$ cat config.mk
export PLATFORM = sky130hd
export DESIGN_NAME = btb_update_ctrl
export DESIGN_NICKNAME = d
export VERILOG_FILES = /design/src/rtl/btb_update_ctrl.sv
export SDC_FILE = /design/constraint.sdc
export NUM_CORES = 1
export LEC_CHECK = 0
export ABC_AREA = 1
export CORE_AREA = 5 5 174 176
export CTS_CLUSTER_DIAMETER = 80
export CTS_CLUSTER_SIZE = 20
export DETAILED_ROUTE_END_ITERATION = 6
export DIE_AREA = 0 0 179 181
export GPL_TIMING_DRIVEN = 0
export PLACE_DENSITY = 0.81
export SYNTH_ARGS = -nofsm -noshare
export SYNTH_HDL_FRONTEND = slang
export SYNTH_SLANG_ARGS = --single-unit
$ cat constraint.sdc
create_clock -name clk -period 9.9 [get_ports clk]
set_input_delay 1.485 -clock clk [delete_from_list [all_inputs] [get_ports clk]]
set_output_delay 1.485 -clock clk [all_outputs]
set_load 0.01 [all_outputs]
$ cat src/rtl/btb_update_ctrl.sv
// rtl/btb_update_ctrl.sv - BTB update controller: buffers resolved-branch updates and sequences set read/write
//
// Purpose: accepts resolved-branch updates into a 2-entry in-order FIFO, then
// reads the target set, captures it, and issues the write-back, always
// yielding the shared set array to fetch lookups.
// Optional feature: define BTB_UPD_STATS_EN to build the update/stall counters;
// otherwise stat_updates/stat_stalls are tied to 0.
//
// Ports:
//   clk, rst                      clock, synchronous active-high reset
//   fetch_req, fetch_pc           fetch lookup (highest priority array user)
//   upd_valid/upd_ready           update handshake; upd_pc, upd_target, upd_mispredicted
//   arr_en, arr_we, arr_index     set-array control; arr_rdata read data (1-cycle latency)
//   wl_*                          operands for the external set write-back logic
//   busy                          FIFO non-empty or sequencer not idle
//   stat_updates, stat_stalls     saturating statistics counters
module btb_update_ctrl (
  input  logic         clk,
  input  logic         rst,
  input  logic         fetch_req,
  input  logic [31:0]  fetch_pc,
  input  logic         upd_valid,
  output logic         upd_ready,
  input  logic [31:0]  upd_pc,
  input  logic [31:0]  upd_target,
  input  logic         upd_mispredicted,
  output logic         arr_en,
  output logic         arr_we,
  output logic [2:0]   arr_index,
  input  logic [127:0] arr_rdata,
  output logic [127:0] wl_old_set,
  output logic [26:0]  wl_new_tag,
  output logic [31:0]  wl_new_target,
  output logic         wl_mispredicted,
  output logic         wl_update_branch1,
  output logic         wl_update_branch2,
  output logic         wl_lru_write,
  output logic         busy,
  output logic [15:0]  stat_updates,
  output logic [15:0]  stat_stalls
);

  localparam logic [1:0] S_IDLE    = 2'd0;
  localparam logic [1:0] S_RD_WAIT = 2'd1;
  localparam logic [1:0] S_WR      = 2'd2;

  logic [1:0]   r_state;
  logic [31:0]  r_fifo_pc  [2];
  logic [31:0]  r_fifo_tgt [2];
  logic         r_fifo_mis [2];
  logic         r_wptr;
  logic         r_rptr;
  logic [1:0]   r_count;
  logic [31:0]  r_w_pc;
  logic [31:0]  r_w_tgt;
  logic         r_w_mis;
  logic [127:0] r_old_set;
  logic [7:0]   r_lru;

  logic         w_full;
  logic         w_empty;
  logic         w_push;
  logic         w_pop;
  logic         w_write;
  logic [31:0]  w_head_pc;
  logic [2:0]   w_idx;
  logic [26:0]  w_tag;
  logic         w_hit1;
  logic         w_hit2;
  logic         w_lru_bit;
  logic         w_way1_wr;
  logic         w_unused_ok;

  assign w_full    = (r_count == 2'd2);
  assign w_empty   = (r_count == 2'd0);
  assign upd_ready = !w_full;
  assign w_push    = upd_valid && upd_ready;
  // Reset gates every array access the sequencer would otherwise issue, so a
  // reset in WR can never leak a write.
  assign w_pop     = !rst && (r_state == S_IDLE) && !w_empty && !fetch_req;
  assign w_write   = !rst && (r_state == S_WR) && !fetch_req;
  assign w_head_pc = r_fifo_pc[r_rptr];

  assign w_idx     = r_w_pc[4:2];
  assign w_tag     = r_w_pc[31:5];
  assign w_hit1    = r_old_set[127] && (r_old_set[126:100] == w_tag);
  assign w_hit2    = r_old_set[63] && (r_old_set[62:36] == w_tag) && !w_hit1;
  assign w_lru_bit = r_lru[w_idx];
  // Way1 receives the write on a way1 hit, or on a miss when LRU points at way1.
  assign w_way1_wr = w_hit1 || (!w_hit2 && w_lru_bit);

  assign wl_old_set        = r_old_set;
  assign wl_new_tag        = w_tag;
  assign wl_new_target     = r_w_tgt;
  assign wl_mispredicted   = r_w_mis;
  assign wl_update_branch1 = w_hit1;
  assign wl_update_branch2 = w_hit2;
  assign wl_lru_write      = w_lru_bit;
  assign busy              = !w_empty || (r_state != S_IDLE);

  assign w_unused_ok = ^{fetch_pc[31:5], fetch_pc[1:0], r_w_pc[1:0]};

  always_comb begin
    arr_en    = 1'b0;
    arr_we    = 1'b0;
    arr_index = 3'd0;
    if (fetch_req) begin
      arr_en    = 1'b1;
      arr_index = fetch_pc[4:2];
    end else if (w_pop) begin
      arr_en    = 1'b1;
      arr_index = w_head_pc[4:2];
    end else if (w_write) begin
      arr_en    = 1'b1;
      arr_we    = 1'b1;
      arr_index = w_idx;
    end
  end

  // FIFO payload needs no reset; occupancy is tracked by r_count.
  always_ff @(posedge clk) begin
    if (w_push) begin
      r_fifo_pc[r_wptr]  <= upd_pc;
      r_fifo_tgt[r_wptr] <= upd_target;
      r_fifo_mis[r_wptr] <= upd_mispredicted;
    end
  end

  always_ff @(posedge clk) begin
    if (rst) begin
      r_state   <= S_IDLE;
      r_wptr    <= 1'b0;
      r_rptr    <= 1'b0;
      r_count   <= 2'd0;
      r_w_pc    <= 32'd0;
      r_w_tgt   <= 32'd0;
      r_w_mis   <= 1'b0;
      r_old_set <= 128'd0;
      r_lru     <= 8'd0;
    end else begin
      if (w_push) r_wptr <= !r_wptr;
      if (w_pop)  r_rptr <= !r_rptr;
      case ({w_push, w_pop})
        2'b10:   r_count <= r_count + 2'd1;
        2'b01:   r_count <= r_count - 2'd1;
        default: r_count <= r_count;
      endcase

      case (r_state)
        S_IDLE: begin
          if (w_pop) begin
            r_w_pc  <= w_head_pc;
            r_w_tgt <= r_fifo_tgt[r_rptr];
            r_w_mis <= r_fifo_mis[r_rptr];
            r_state <= S_RD_WAIT;
          end
        end
        S_RD_WAIT: begin
          r_old_set <= arr_rdata;
          r_state   <= S_WR;
        end
        S_WR: begin
          if (w_write) begin
            r_lru[w_idx] <= !w_way1_wr;
            r_state      <= S_IDLE;
          end
        end
        default: r_state <= S_IDLE;
      endcase
    end
  end

`ifdef BTB_UPD_STATS_EN
  logic [15:0] r_stat_upd;
  logic [15:0] r_stat_stall;
  logic        w_stall;

  assign w_stall = fetch_req && (((r_state == S_IDLE) && !w_empty) || (r_state == S_WR));

  always_ff @(posedge clk) begin
    if (rst) begin
      r_stat_upd   <= 16'd0;
      r_stat_stall <= 16'd0;
    end else begin
      if (w_write && (r_stat_upd != 16'hFFFF))   r_stat_upd   <= r_stat_upd + 16'd1;
      if (w_stall && (r_stat_stall != 16'hFFFF)) r_stat_stall <= r_stat_stall + 16'd1;
    end
  end

  assign stat_updates = r_stat_upd;
  assign stat_stalls  = r_stat_stall;
`else
  assign stat_updates = 16'd0;
  assign stat_stalls  = 16'd0;
`endif

endmodule

## Word level (Yosys, flattened, before mapping)

Memory sizes are Yosys's and may differ from the RTL's. A register that Yosys moved wholly into a read port is not among the register bits.
Index checks and enable logic that the tools add are counted.

- Bits in registers: 174
- Word-level logic and storage cells: 73
- Memories kept: 3
- Output and inout bits: 230
- Bits in writable memories: 130
- Input port bits: 229

Memories:

| name | depth | width | read ports | clocked after Yosys merged registers in | wr ports | RTL line | RTL |
|---|---|---|---|---|---|---|---|
| r_fifo_pc | 2 | 32 | 1 | 1 | 1 | 48 | `logic [31:0] r_fifo_pc [2];` |
| r_fifo_tgt | 2 | 32 | 1 | 1 | 1 | 49 | `logic [31:0] r_fifo_tgt [2];` |
| r_fifo_mis | 2 | 1 | 1 | 1 | 1 | 50 | `logic r_fifo_mis [2];` |

- Muxes and demuxes: 21
- Eq/ne operators: 9
- $lt $le $gt $ge: 2
- Reductions and logical operators: 29
- $add $sub $neg: 2

Operators by type and width:

| operator | count |
|---|---|
| $eq 27x27->1 | 2 |
| $logic_and 1x1->1 | 11 |
| $mux 1 | 11 |
| $logic_not 1->1 | 9 |
| $mux 3 | 3 |
| $bwmux 8 | 1 |
| $eq 2x2->1 const B | 3 |
| $pmux 2 s3 | 1 |
| $reduce_and 2->1 | 3 |
| $eq 2x1->1 const B | 2 |
| $logic_not 2->1 | 2 |
| $lt 3x4->1 const B | 1 |
| $mux 2 | 2 |
| $ne 2x2->1 const B | 2 |
| $pmux 2 s2 | 1 |
| $reduce_bool 2->1 | 2 |
| $bmux 1 s3 | 1 |
| $demux 1 s3 | 1 |
| $ge 3x1->1 const B | 1 |
| $add 2x1->2 const B | 1 |
| $logic_or 1x1->1 | 2 |
| $sub 2x1->2 const B | 1 |

## Depth between registers and ports, before layout

Gate-level depths: netlist of run 1.

- Depth in word-level cells: 9
- Mapped depth: 11
- Gate-level depth less buffers: 11

## Least setup slack after synthesis of run 1

Ideal clock, no wire load.

- Kind: input-to-reg
- Start: input port upd_valid
- End: memory r_fifo_mis[1], enable pin
- Data required time: 9.414 ns
- Setup time: 0.486 ns
- Setup slack: 5.177 ns
- Stages on the path: 2
- Data arrival time: 4.237 ns
- Buffers on the path: 0
- Cells stage by stage: nand2_1 nor2_1

- Longest elaborated chain between the ends: 3

RTL lines:

| what | RTL line | RTL |
|---|---|---|
| from (decl) | 22 | `input logic upd_valid,` |
| $logic_and 1x1->1 | 77 | `assign w_push = upd_valid && upd_ready;` |
| $mux 1 | 122 | `if (w_push) begin` |
| $mux 1 (not written as such) | 125 | `r_fifo_mis[r_wptr] <= upd_mispredicted;` |
| to (decl) | 50 |  |

Every way passes these cells.

## Worst setup path after layout of run 1

- Start: input port fetch_req
- End: output port arr_index[2]

- Longest elaborated chain between the ends: 5
- Elaborated cells on any way between the ends: 6
- Classes of those cells: mux (3); reduce/logical (3)

RTL lines:

| what | RTL line | RTL |
|---|---|---|
| from (decl) | 20 | `input logic fetch_req,` |
| $logic_not 1->1 | 80, 81 |  |
| $logic_and 1x1->1 | 81 | `assign w_write = !rst && (r_state == S_WR) && !fetch_req;` |
| $mux 3 | 113 | `end else if (w_write) begin` |
| $mux 3 | 110 | `end else if (w_pop) begin` |
| $mux 3 (*) | 107 | `if (fetch_req) begin` |
| to (decl) | 29 | `output logic [2:0] arr_index,` |

Mark *: on every way between the ends. The rest lies on a longest branch, timed or not.

==> impl_metrics.yaml, run 1 <==
power:
  vdd_ir_drop_max_uv: 133
  finalPower_w: 0.00305
  power_leakage_nw: 6.80
  power.density_nw_per_um2: 168
critical_path:
  crit_family: "buffers and inverters"
  arrival_ps: 3500
  worstPathRequired_ps: 8420
  end_kind: "output port"
  setup.worst_path.start_class: "input port"
  critical_path.max_fanout: 10
  r2r_cells: 5
  crit_chain: "clkdlybuf4s50_1, nor2_4, nand2_2, nor2_4, inv_2, a21oi_1, a21oi_1, nand2_1, clkdlybuf4s50_1"
  crit_slowest_cell: "clkdlybuf4s50_1"
  cp.buffers_inverters: 3
  path_class: "in -> out"
  crit_cells: 9
  crit_path_max_incr_delay_ps: 560
timing:
  holdWs_ps: 485
  hold_viol_final: 0
  period_share_pct: 50.3
  relSlewSlack_pct: 33.1
  skew_ps: 18.8
  min_period_ps: 4980
  finalSetupViolations: 0
  worstMarginPinSlew_ps: 1000
  report.final.slew_viol_count: 0
  tns_ps: 0
  max_freq_mhz: 201
  grt_setup_unrepaired: "false"
min_path:
  hold_depth: 2
  hold_class: "reg -> reg"
synthesis:
  ys.flop_type: "dfxtp_1"
  async_flop_share_pct: 0
  ys.warnings.count: 0
  ys_ff_latch: 332
  avgSynthCellArea_um2: 9.12
  synth.distinct_cells: 34
  netlist_area_um2: 12900
  syn_inst: 1417
  ys_seq_area_share_pct: 61.2
  synth_edf_count: 126
layout:
  area_growth_pct: 40.1
  fillers: 2354
  mostFrequentLayoutCells: "clkdlybuf4s50_1, nand2_1, dfxtp_1"
  final_common_cell: "clkdlybuf4s50_1"
  drive_gt1_share_pct: 6.98
  fin_area_um2: 18100
  finalNetCount: 2097
  instances_no_fill: 2264
drt:
  via_per_inst: 5.03
  drtAntennaViolNets: 0
  wl_per_cell_um: 19.8
  firstDrtPassIters: 5
  drc: 0
  drt_iter0_markers: 674
  num_vias: 11381
  drt-total-wl_um: 44800
die:
  coreArea_um2: 28500
  die-area_um2: 32400
  fp.dieW_um: 179
  start_util_pct: 45.4
  ioPinCount: 459
  row_count: 62
  die_h_um: 181
grt:
  grt_max_degree: 34
  overflow: 0
  grt_pass1_vias: 11454
  antenna_found_initial: 7
  grt_usage_pct: 26.5
  grt_pass1_wl_um: 66100
placement:
  placed_cell_area_um2: 17500
  gp_congestion: 0.902
  dp_hpwl_um: 35200
  io_buffers: 394
  dp_cells: 2229
job:
  max-cap-violations: 0
run_status:
  status: "finished clean"
clock_network:
  clkSinkCount: 332
  cts_max_level: 1
  cts_hold_buf: 0
  cts_buffer_depth: 3
  post_cts_buffers: 0
  clk_latency_ps: 530
  clk_pin_slew_ps: 90
  cts_root_buf: "clkbuf_16"
  numCtsBuffers: 20
  cts_tree: "done"
  cts_resized: 0
-- tightest hold or removal path, cell delays in order, from the launching register on --
cell	delay [ps]
dfxtp_1	330
nor2_1	40
nor2_1	80
-- report_power, final --
group / internal [W] / leakage [nW] / switching (W)
clock: 0.000383 / 0.271 / 0.000449
sequential: 0.00153 / 2.85 / 0.0000711
combinational: 0.000297 / 3.68 / 0.000319
-- registers in the layout, summed over array words and instances, names as in the netlist, named ones only --
register,cells
r_count,2
r_fifo_mis,2
r_fifo_pc,60
r_fifo_tgt,64
r_lru,8
r_rptr,1
r_state,2
r_w_pc,30
r_wptr,1
wl_mispredicted,1
wl_new_target,32
wl_old_set,128
-- final timing paths --
path | startpoint | end | slack (ps)
worst min-delay path | wl_old_set[31] | wl_old_set[31] | 490
worst max register to register | r_count[0] | r_fifo_tgt[0][6] | 7720
worst min register to register | wl_old_set[31] | wl_old_set[31] | 490
worst max-delay path | fetch_req | arr_index[2] | 4920
-- layout make-up --
cell class,count,area (um2),share of cell area [%]
antenna,2,5.00,0.0276
buffer,138,803,4.43
clock buffer,31,542,2.99
clock inverter,2,25.0,0.138
inverter,87,327,1.80
multi-input combinational,891,4020,22.2
sequential,332,7910,43.7
tap,384,480,2.65
timing repair buffer,397,4000,22.1
-- layer usage --
metal / routed length [um] / GRT usage (%)
met4: 2250 / 12.0
met1: 16000 / 28.6
met2: 22700 / 48.1
met3: 3820 / 6.86
met5: 75 / 0
-- per-stage QoR --
step	setup slack (ps)	utilization [%]
3_3_place_gp	3290	61.4
6_report	4920	63.6
5_1_grt	4760	63.6
4_1_cts	4910	63.6
2_1_floorplan	5180	-
3_5_place_dp	4920	61.6
-- cells in the mapped netlist (all sizes together), types with 8 or more instances --
master | number | area share [%]
a21oi | 69 | 2.9
a31oi | 60 | 2.9
buf | 82 | 4.6
clkbuf | 56 | 1.6
dfxtp | 206 | 32
edfxtp | 126 | 29
inv | 85 | 2.5
nand2 | 294 | 8.6
nand4 | 8 | 0.39
nor2 | 200 | 5.9
nor4 | 8 | 0.39
o21ai | 201 | 7.8
-- kinds of logic after synthesis --
group,share of synthesized area (%)
AOI/OAI and AO/OA,13.9
DFF,61.2
other,0.0290
buffers and inverters,8.74
xor gates and xnor gates,0.407
adders and majority gates,0.0968
and+or+nand+nor,15.7
Note: power is estimated with default switching activity, not from simulation.
==> inputs of run 2 (changes only) <==
CORE_AREA = default   (was 5 5 174 176)
CORE_ASPECT_RATIO = 0.9   (was default)
CORE_MARGIN = 5   (was default)
CORE_UTILIZATION = 45   (was default)
DIE_AREA = default   (was 0 0 179 181)
PLACE_DENSITY = 0.8   (was 0.81)
clock period = 4.7 ns   (was 9.9 ns; I/O delays follow)
==> impl_metrics.yaml, run 2 (synthesized netlist as in run 1, its figures left out) <==
timing:
  min_period_ps: 3430
  report.final.slew_viol_count: 0
  period_share_pct: 73.0
  tns_ps: 0
  worstMarginPinSlew_ps: 774
  skew_ps: 27.7
  max_freq_mhz: 292
  relSlewSlack_pct: 48.4
  finalSetupViolations: 0
  grt_setup_unrepaired: "false"
  hold_viol_final: 0
critical_path:
  setup.worst_path.start_class: "input port"
  path_class: "in -> out"
  critical_path.max_fanout: 10
  arrival_ps: 2720
  worstPathRequired_ps: 3990
  end_kind: "output port"
grt:
  grt_pass1_wl_um: 66100
  antenna_found_initial: 4
  overflow: 0
  grt_pass1_vias: 11430
  grt_max_degree: 32
  grt_usage_pct: 26.4
clock_network:
  cts_hold_buf: 0
  numCtsBuffers: 20
  cts_max_level: 1
  cts_tree: "done"
  clk_latency_ps: 540
  cts_resized: 0
  clk_pin_slew_ps: 90
  cts_buffer_depth: 3
  cts_root_buf: "clkbuf_16"
  post_cts_buffers: 0
  clkSinkCount: 332
drt:
  drt_iter0_markers: 707
  drc: 0
  via_per_inst: 5.13
  num_vias: 11501
  drtAntennaViolNets: 0
  wl_per_cell_um: 19.9
  drt-total-wl_um: 44500
  firstDrtPassIters: 5
layout:
  fin_area_um2: 18100
  finalNetCount: 2098
  mostFrequentLayoutCells: "clkdlybuf4s50_1, nand2_1, dfxtp_1"
  final_common_cell: "clkdlybuf4s50_1"
  largest_reg_flops: 128
  drive_gt1_share_pct: 7.03
  final_util_pct: 64.4
  area_growth_pct: 40.2
job:
  max-cap-violations: 0
placement:
  placed_cell_area_um2: 17500
  io_buffers: 394
  gp_congestion: 0.925
  dp_hpwl_um: 34800
power:
  power_leakage_nw: 6.82
  power.density_nw_per_um2: 355
  vdd_ir_drop_max_uv: 284
run_status:
  status: "finished clean"
die:
  fp.dieW_um: 189
  start_util_pct: 45.9
  row_count: 58
  coreArea_um2: 28200
  die_h_um: 171
  ioPinCount: 459
  die-area_um2: 32200
min_path:
  hold_class: "in -> reg"
==> run 2: cell types whose count changed in the layout (fill, tap and decap cells not counted), sizes merged <==
| cell | change |
|---|---|
| diode | +1 |
| clkbuf | -1 |
| buf | +1 |
==> run 2: final timing paths <==
kind	start	end	slack, ps	depth (start not counted)
worst max register to register	r_count[0]	r_fifo_pc[0][25]	2570	6
worst min register to register	wl_old_set[13]	wl_old_set[13]	490	2
worst min-delay path	rst	r_state[1]	370	2
worst max-delay path	fetch_req	arr_index[1]	1270	9
==> run 2: where the power goes <==
part	switching, W	internal [W]
registers	0.000153	0.00322
logic	0.000670	0.000630
clock network	0.000947	0.000808
==> run 2: cell type report <==
| cell class | count | area [um2] |
|---|---|---|
| repair buffers | 398 | 4030 |
| clock buffers | 30 | 538 |
| fillers | 2344 | 10000 |
| clock inverters | 2 | 38.8 |
| inverters | 87 | 327 |
| multi-input cells | 891 | 4020 |
| plain buffers | 138 | 803 |
| diodes | 3 | 7.51 |
| flip-flops and latches | 332 | 7910 |
| well taps | 360 | 450 |
==> run 2: per-stage QoR <==
| step | power [W] | worst slack, ps | std cells | hold slack [ps] |
|---|---|---|---|---|
| after floorplan | 0.00401 | 757 | 1448 | 489 |
| after global placement | 0.00470 | -1170 | 2202 | 463 |
| after detailed placement | 0.00474 | 1290 | 2206 | 472 |
| after CTS | 0.00647 | 1270 | 2238 | 353 |
| after global routing | 0.00671 | 1100 | 2240 | 365 |
| final | 0.00643 | 1270 | 2241 | 372 |
==> run 2: critical path, cell delays in order <==
cell             delay (ps)
clkdlybuf4s50_1         560
nor2_4                  190
nand2_2                  90
nor2_4                  170
inv_2                   130
a21oi_1                 200
a21oi_1                  70
nand2_1                  70
clkdlybuf4s50_1         540
==> run 2: metal layers <==
metal,global-route usage [%],share of wire (%),vias up
li1,-,-,5515
met1,30.2,37,5392
met2,48.2,50,510
met3,7.12,8.9,82
met4,8.96,3.9,2
met5,0,0.029,-
